**src/rtl/uart_mem_loader_pkg.sv**
```systemverilog
// Shared constants for the UART memory loader: command bytes, FSM state codes
// and the bit positions of the sticky error flags.
package uart_mem_loader_pkg;

    localparam logic [7:0] CMD_WRITE = 8'h57;
    localparam logic [7:0] CMD_FILL  = 8'h46;

    localparam logic [3:0] S_IDLE     = 4'd0;
    localparam logic [3:0] S_ADR      = 4'd1;
    localparam logic [3:0] S_LEN      = 4'd2;
    localparam logic [3:0] S_PAYLOAD  = 4'd3;
    localparam logic [3:0] S_CSUM     = 4'd4;
    localparam logic [3:0] S_WR_SETUP = 4'd5;
    localparam logic [3:0] S_WR_PULSE = 4'd6;
    localparam logic [3:0] S_WR_HOLD  = 4'd7;
    localparam logic [3:0] S_FILL     = 4'd8;

    localparam int ERR_FRAMING = 0;
    localparam int ERR_CSUM    = 1;
    localparam int ERR_TIMEOUT = 2;
    localparam int ERR_OVERRUN = 3;

    function automatic logic is_cmd(input logic [7:0] b);
        return (b == CMD_WRITE) || (b == CMD_FILL);
    endfunction

endpackage

```
**src/rtl/uart_mem_loader_rx.sv**
```systemverilog
// 8N1 UART receiver: 2-flop synchroniser, falling-edge start detect, mid-bit
// sampling. Emits a one-cycle valid with the byte, or frame_err on a low stop bit.
module uart_rx_8n1 #(
    parameter int CLK_DIV = 104
) (
    input  logic       clk,
    input  logic       n_reset,
    input  logic       rx,
    output logic [7:0] rx_byte,
    output logic       valid,
    output logic       frame_err
);

    localparam int CW = $clog2(CLK_DIV);

    logic          rx_m, rx_s, rx_d;
    logic          active;
    logic [CW-1:0] cnt;
    logic [3:0]    bit_idx;
    logic [7:0]    shift;

    always_ff @(posedge clk or negedge n_reset) begin
        if (!n_reset) begin
            rx_m      <= 1'b1;
            rx_s      <= 1'b1;
            rx_d      <= 1'b1;
            active    <= 1'b0;
            cnt       <= '0;
            bit_idx   <= '0;
            shift     <= '0;
            rx_byte   <= '0;
            valid     <= 1'b0;
            frame_err <= 1'b0;
        end else begin
            rx_m      <= rx;
            rx_s      <= rx_m;
            rx_d      <= rx_s;
            valid     <= 1'b0;
            frame_err <= 1'b0;
            if (!active) begin
                if (rx_d && !rx_s) begin
                    active  <= 1'b1;
                    cnt     <= CW'(CLK_DIV / 2 - 1);
                    bit_idx <= '0;
                end
            end else if (cnt != '0) begin
                cnt <= cnt - 1'b1;
            end else begin
                cnt     <= CW'(CLK_DIV - 1);
                bit_idx <= bit_idx + 1'b1;
                // bit 0 is the start bit: high at mid-bit means a glitch, not a frame
                if (bit_idx == 4'd0) begin
                    if (rx_s) active <= 1'b0;
                end else if (bit_idx == 4'd9) begin
                    active <= 1'b0;
                    if (rx_s) begin
                        valid   <= 1'b1;
                        rx_byte <= shift;
                    end else begin
                        frame_err <= 1'b1;
                    end
                end else begin
                    shift <= {rx_s, shift[7:1]};
                end
            end
        end
    end

endmodule

```
**src/rtl/uart_mem_loader.sv**
```systemverilog
// Frame parser and byte-wide memory write sequencer fed by a UART receiver.
// Handles 'W' (streamed write) and 'F' (fill) frames with checksum and timeout.
//
// state      | meaning
// IDLE       | waiting for a CMD byte
// ADR        | collecting address bytes, MSB first
// LEN        | collecting LEN_H then LEN_L
// PAYLOAD    | waiting for a data byte ('W') or the fill value ('F')
// CSUM       | waiting for the checksum byte
// WR_SETUP   | 'W' write: adr/data driven, write low
// FILL       | 'F' write: adr/data driven, write low
// WR_PULSE   | write high for WR_CYCLES cycles
// WR_HOLD    | write low, adr stable, then advance
module uart_mem_loader
    import uart_mem_loader_pkg::*;
#(
    parameter int ADR_W     = 21,
    parameter int CLK_DIV   = 104,
    parameter int WR_CYCLES = 2,
    parameter int TIMEOUT   = 16 * 10 * CLK_DIV
) (
    input  logic             clk,
    input  logic             n_reset,
    input  logic             enable,
    input  logic             rx,
    output logic [ADR_W-1:0] adr,
    output logic [7:0]       data,
    output logic             write,
    output logic             busy,
    output logic             done,
    output logic [3:0]       err
);

    localparam int AB = (ADR_W + 7) / 8;
    localparam int BW = (AB > 1) ? $clog2(AB) : 1;
    localparam int PW = (WR_CYCLES > 1) ? $clog2(WR_CYCLES) : 1;
    localparam int TW = $clog2(TIMEOUT + 1);

    logic [7:0]       rx_byte;
    logic             rx_valid, rx_ferr;
    logic [3:0]       state;
    logic             cmd_fill, len_first, abort, pend;
    logic [7:0]       sum, hold;
    logic [15:0]      cnt;
    logic [BW-1:0]    ab_cnt;
    logic [PW-1:0]    pcnt;
    logic [TW-1:0]    tmr;

    logic             in_valid, waiting, fill_busy, wr_capture;
    logic [7:0]       in_byte, sum_next;
    logic [ADR_W+7:0] adr_shift;

    uart_rx_8n1 #(.CLK_DIV(CLK_DIV)) u_rx (
        .clk       (clk),
        .n_reset   (n_reset),
        .rx        (rx),
        .rx_byte   (rx_byte),
        .valid     (rx_valid),
        .frame_err (rx_ferr)
    );

    // A byte parked while a 'W' write was running is consumed ahead of new ones.
    assign in_valid   = rx_valid | pend;
    assign in_byte    = pend ? hold : rx_byte;
    assign sum_next   = sum + in_byte;
    assign adr_shift  = {adr, in_byte};
    assign waiting    = (state == S_ADR) || (state == S_LEN) ||
                        (state == S_PAYLOAD) || (state == S_CSUM);
    assign fill_busy  = cmd_fill && ((state == S_FILL) || (state == S_WR_PULSE) ||
                                     (state == S_WR_HOLD));
    assign wr_capture = !cmd_fill && rx_valid &&
                        ((state == S_WR_SETUP) || (state == S_WR_PULSE) ||
                         (state == S_WR_HOLD));

    always_ff @(posedge clk or negedge n_reset) begin
        if (!n_reset) begin
            state     <= S_IDLE;
            cmd_fill  <= 1'b0;
            len_first <= 1'b0;
            abort     <= 1'b0;
            pend      <= 1'b0;
            sum       <= '0;
            hold      <= '0;
            cnt       <= '0;
            ab_cnt    <= '0;
            pcnt      <= '0;
            tmr       <= TW'(TIMEOUT);
            adr       <= '0;
            data      <= '0;
            write     <= 1'b0;
            busy      <= 1'b0;
            done      <= 1'b0;
            err       <= '0;
        end else if (!enable) begin
            state <= S_IDLE;
            write <= 1'b0;
            busy  <= 1'b0;
            done  <= 1'b0;
            pend  <= 1'b0;
            abort <= 1'b0;
            tmr   <= TW'(TIMEOUT);
        end else begin
            done <= 1'b0;
            tmr  <= (waiting && !in_valid) ? tmr - 1'b1 : TW'(TIMEOUT);
            if (waiting) pend <= 1'b0;

            case (state)
                S_IDLE: begin
                    if (rx_valid && is_cmd(rx_byte)) begin
                        err       <= '0;
                        busy      <= 1'b1;
                        sum       <= rx_byte;
                        cmd_fill  <= (rx_byte == CMD_FILL);
                        ab_cnt    <= BW'(AB - 1);
                        len_first <= 1'b1;
                        abort     <= 1'b0;
                        state     <= S_ADR;
                    end
                end
                S_ADR, S_LEN, S_PAYLOAD, S_CSUM: begin
                    if (in_valid) begin
                        sum <= sum_next;
                        if (state == S_ADR) begin
                            adr <= adr_shift[ADR_W-1:0];
                            if (ab_cnt == '0) state <= S_LEN;
                            else ab_cnt <= ab_cnt - 1'b1;
                        end else if (state == S_LEN) begin
                            len_first <= 1'b0;
                            if (len_first) cnt[15:8] <= in_byte;
                            else begin
                                cnt[7:0] <= in_byte;
                                state    <= S_PAYLOAD;
                            end
                        end else if (state == S_PAYLOAD) begin
                            data  <= in_byte;
                            state <= cmd_fill ? S_CSUM : S_WR_SETUP;
                        end else if (sum_next == 8'h00) begin
                            if (cmd_fill) state <= S_FILL;
                            else begin
                                done  <= 1'b1;
                                busy  <= 1'b0;
                                state <= S_IDLE;
                            end
                        end else begin
                            err[ERR_CSUM] <= 1'b1;
                            busy          <= 1'b0;
                            state         <= S_IDLE;
                        end
                    end else if (tmr == '0) begin
                        err[ERR_TIMEOUT] <= 1'b1;
                        busy             <= 1'b0;
                        state            <= S_IDLE;
                    end
                end
                S_WR_SETUP, S_FILL: begin
                    write <= 1'b1;
                    pcnt  <= PW'(WR_CYCLES - 1);
                    state <= S_WR_PULSE;
                end
                S_WR_PULSE: begin
                    if (pcnt == '0) begin
                        write <= 1'b0;
                        state <= S_WR_HOLD;
                    end else begin
                        pcnt <= pcnt - 1'b1;
                    end
                end
                S_WR_HOLD: begin
                    adr <= adr + 1'b1;
                    if (abort) begin
                        abort <= 1'b0;
                        busy  <= 1'b0;
                        state <= S_IDLE;
                    end else if (cnt == 16'd0) begin
                        if (cmd_fill) begin
                            done  <= 1'b1;
                            busy  <= 1'b0;
                            state <= S_IDLE;
                        end else begin
                            state <= S_CSUM;
                        end
                    end else begin
                        cnt   <= cnt - 1'b1;
                        state <= cmd_fill ? S_FILL : S_PAYLOAD;
                    end
                end
                default: state <= S_IDLE;
            endcase

            if (wr_capture) begin
                hold <= rx_byte;
                pend <= 1'b1;
                if (pend) err[ERR_OVERRUN] <= 1'b1;
            end
            if (fill_busy && rx_valid) err[ERR_OVERRUN] <= 1'b1;

            // A pulse already on the bus is allowed to finish before aborting.
            if (rx_ferr) begin
                err[ERR_FRAMING] <= 1'b1;
                if (state == S_WR_PULSE) abort <= 1'b1;
                else if (state != S_IDLE) begin
                    state <= S_IDLE;
                    busy  <= 1'b0;
                    write <= 1'b0;
                end
            end
        end
    end

endmodule

```
**config.mk**
```make
export PLATFORM = sky130hd
export DESIGN_NAME = uart_mem_loader
export DESIGN_NICKNAME = d
export VERILOG_FILES = /design/src/rtl/uart_mem_loader_pkg.sv /design/src/rtl/uart_mem_loader_rx.sv /design/src/rtl/uart_mem_loader.sv
export SDC_FILE = /design/constraint.sdc
export NUM_CORES = 1
export LEC_CHECK = 0
export ABC_AREA = 1
export CORE_UTILIZATION = 50
export CTS_CLUSTER_DIAMETER = 60
export DETAILED_ROUTE_END_ITERATION = 7
export PLACE_DENSITY = 0.66
export SYNTH_ARGS = -nofsm -noshare
export SYNTH_HDL_FRONTEND = slang
export SYNTH_HIERARCHICAL = 1
export SYNTH_SLANG_ARGS = --single-unit
```
**constraint.sdc**
```tcl
create_clock -name clk -period 7 [get_ports clk]
set_input_delay 1.4 -clock clk [delete_from_list [all_inputs] [get_ports clk]]
set_output_delay 1.4 -clock clk [all_outputs]
set_load 0.02 [all_outputs]
```
==> flow_metrics.tcl <==
set metrics [dict create \
    synth_area_per_cell_sq_um 7.66 \
    synth_edf_count 0 \
    die_h_um 124 \
    die_w_um 124 \
    drive_gt1_share_pct 10.4 \
    fillCellCount 1298 \
    setup_violations 0 \
    port_buffers 39 \
    cts_buffer_depth 2 \
    antenna_cells 0 \
    startpoint_type "input pin" \
    worst_setup_path_end_kind "flip-flop" \
    finalCriticalPeriod_ns 3.37 \
    ys_ff_latch 127 \
    rsz0062_at_grt "no" \
    yosysWarningCount 6 \
    synthArstFlopShare_pct 100 \
    worstRegToRegCells 13 \
    drc 0 \
    multiInputGateArea_sq_mm 0.00362 \
    overflow 0 \
    synth_area_sq_mm 0.00741 \
    h-tree-depth 4 \
    cp.required_ns 7.31 \
    start_util_pct 51.2 \
    grt_usage_pct 24.2 \
    yosys_most_used_dff "dfrtp_1" \
    cts_root_buffer "clkbuf_16" \
    placed_cells 1168 \
    cap_violations 0 \
    yosysTopAreaCellShare_pct 41.2 \
    synthToLayoutAreaGrowth_pct 15.3 \
    yosysSeqAreaShare_pct 43.0 \
    hold_viol 0 \
    num_io_pins 40 \
    clock_latency_ns 0.42 \
    core-area_sq_mm 0.0145 \
    num_rows 44 \
    clock_sinks 127 \
    reg2reg_slack_ns 3.73 \
    wl_um 16700 \
    seq_area_sq_mm 0.00318 \
    gp_congestion 0.860 \
    p_per_area_mw_per_mm2 215 \
    crit_fanout 22 \
    syn_inst 967 \
    die_area_sq_mm 0.0153 \
    dr.first_iter.drc_count 465 \
    reg2reg_to "state[3]$_DFF_PN0_" \
    numCtsBuffers 17 \
    grt_max_degree 67 \
    reg2reg_from "pend$_DFFE_PN0P_" \
    status "complete, no violations" \
    arrival_ns 3.68 \
    postRouteAntennaNets 0 \
    grt_pass1_vias 5952 \
    finalCritPeriodShare_pct 48.2 \
    yosysMostFrequentCell "nand2_1" \
    worstSetupStartpoint "enable" \
    layout.nets 1024 \
    viasPerCell 5.26 \
    slew_headroom_pct 43.8 \
    vias 6308 \
    worstMarginPinSlew_ns 0.843 \
    fin_tns_setup_ns 0 \
    antenna_found_initial 0 \
    cts_resized 0 \
    post-cts-setup-buffers 0 \
    hold_buffers 0 \
    p_leak_nw 4.31 \
    instances_no_fill 1200 \
    ys_top_cells_by_count "nand2_1, dfrtp_1, inv_1, nor2_1, nand3_1" \
    synth_top_area_cell "dfrtp_1" \
    clock_skew_ns 0.00900 \
    hold_class "flip-flop to flip-flop" \
    synthTopCellsByArea "dfrtp_1, nand2_1, inv_1" \
    cts.clk_slew.worst_paths_ns 0.06 \
    crit_type "input pin to flip-flop" \
    grt_pass1_wl_um 28700 \
    firstDrtPassIters 5 \
    synth.distinct_cells 52 \
    post_drt_wl_per_cell_um 13.9 \
    cp-endpoint "adr[17]$_DFFE_PN0P_" \
    fmax_mhz 297 \
    synth_nets 988 \
    vdd_drop_max_mv 0.192 \
    finalPower_mw 1.84 \
    cts_tree "yes" \
    dp_hpwl_um 12000 \
    slew_violations 0 \
]
[state kept, by name, indices dropped and copies added, names as in the netlist, 7 cells and up]
| register | count |
|---|---|
| adr | 21 |
| cnt | 16 |
| data | 8 |
| hold | 8 |
| sum | 8 |
| tmr | 15 |
| u_rx/cnt | 7 |
| u_rx/rx_byte | 8 |
| u_rx/shift | 8 |
[placed cells by master, fill, tap and decap left out, types with 3 or more instances in the layout]
master,instances
a21oi_1,50
a22oi_1,5
a31oi_1,3
buf_4,3
bufinv_16,3
clkbuf_16,17
clkdlybuf4s50_1,38
clkinv_4,6
clkinvlp_4,3
dfrtp_1,122
dfstp_2,5
ha_1,16
inv_1,112
inv_2,9
mux2_2,6
nand2_1,241
nand2_2,5
nand2_4,3
nand3_1,71
nand4_1,18
nor2_1,93
nor2_2,7
nor2_4,5
nor3_1,14
nor3_2,4
o21ai_0,67
o21ai_1,4
o21ai_2,10
o31ai_1,4
or2_1,3
or2_2,6
xnor2_1,9
xor2_1,21
[worst min-delay path by stage]
stage / start / endpoint / slack, ns / cells past startpoint
finish: u_rx/rx_m$_DFF_PN1_ / u_rx/rx_s$_DFF_PN1_ / 0.36 / 0
global route: u_rx/rx_m$_DFF_PN1_ / u_rx/rx_s$_DFF_PN1_ / 0.37 / 0
CTS: u_rx/rx_m$_DFF_PN1_ / u_rx/rx_s$_DFF_PN1_ / 0.36 / 0
detailed placement: u_rx/rx_m$_DFF_PN1_ / u_rx/rx_s$_DFF_PN1_ / 0.35 / 0
global placement: u_rx/rx_m$_DFF_PN1_ / u_rx/rx_s$_DFF_PN1_ / 0.35 / 0
floorplan: u_rx/rx_m$_DFF_PN1_ / u_rx/rx_s$_DFF_PN1_ / 0.35 / 0
[power by group]
part	total, mW	internal, mW	switching, mW	leakage [nW]
clock network	0.917	0.574	0.342	0.293
logic	0.130	0.0430	0.0875	2.45
registers	0.790	0.761	0.0285	1.57
[critical path, cell delays in order]
cell,delay [ns]
clkdlybuf4s50_1,0.66
clkinv_1,0.34
nor2_1,0.28
o21ai_2,0.28
inv_2,0.37
o21ai_0,0.14
a21oi_1,0.14
nor2_1,0.06
[logic make-up after synthesis]
family	Yosys count	share of synthesized area, %
muxes	6	0.912
buffers and inverters	149	8.12
xor gates and xnor gates	30	3.55
and+or+nand+nor	481	29.3
adders and majority gates	17	2.97
AOI/OAI and AO/OA	157	12.2
DFF	127	43.0
[routing by layer]
| layer | global-route usage (%) | up-vias | routed length, um |
|---|---|---|---|
| met3 | 5.36 | 14 | 681 |
| met5 | 0 | - | 0 |
| met2 | 38.2 | 135 | 7950 |
| met1 | 33.0 | 2936 | 7910 |
| met4 | 7.30 | 0 | 170 |
| li1 | - | 3223 | - |
[area by class of cell]
class	count	share of cell area (%)
repair buffers	42	4.85
flip-flops and latches	127	37.3
inverters	124	5.48
well taps	184	2.70
clock inverters	14	2.14
multi-input cells	691	42.4
clock buffers	18	5.14
[per-stage QoR]
step | hold slack [ns] | utilization [%] | cell area [sq um] | worst slack, ns
2_1_floorplan | 0.345 | - | 7410 | 4.24
3_3_place_gp | 0.346 | 54.7 | 7920 | 3.31
3_5_place_dp | 0.349 | 54.7 | 7920 | 3.27
4_1_cts | 0.361 | 59.0 | 8540 | 3.68
5_1_grt | 0.367 | 59.0 | 8540 | 3.34
6_report | 0.359 | 59.0 | 8540 | 3.63
(Power assumes the default switching activity.)
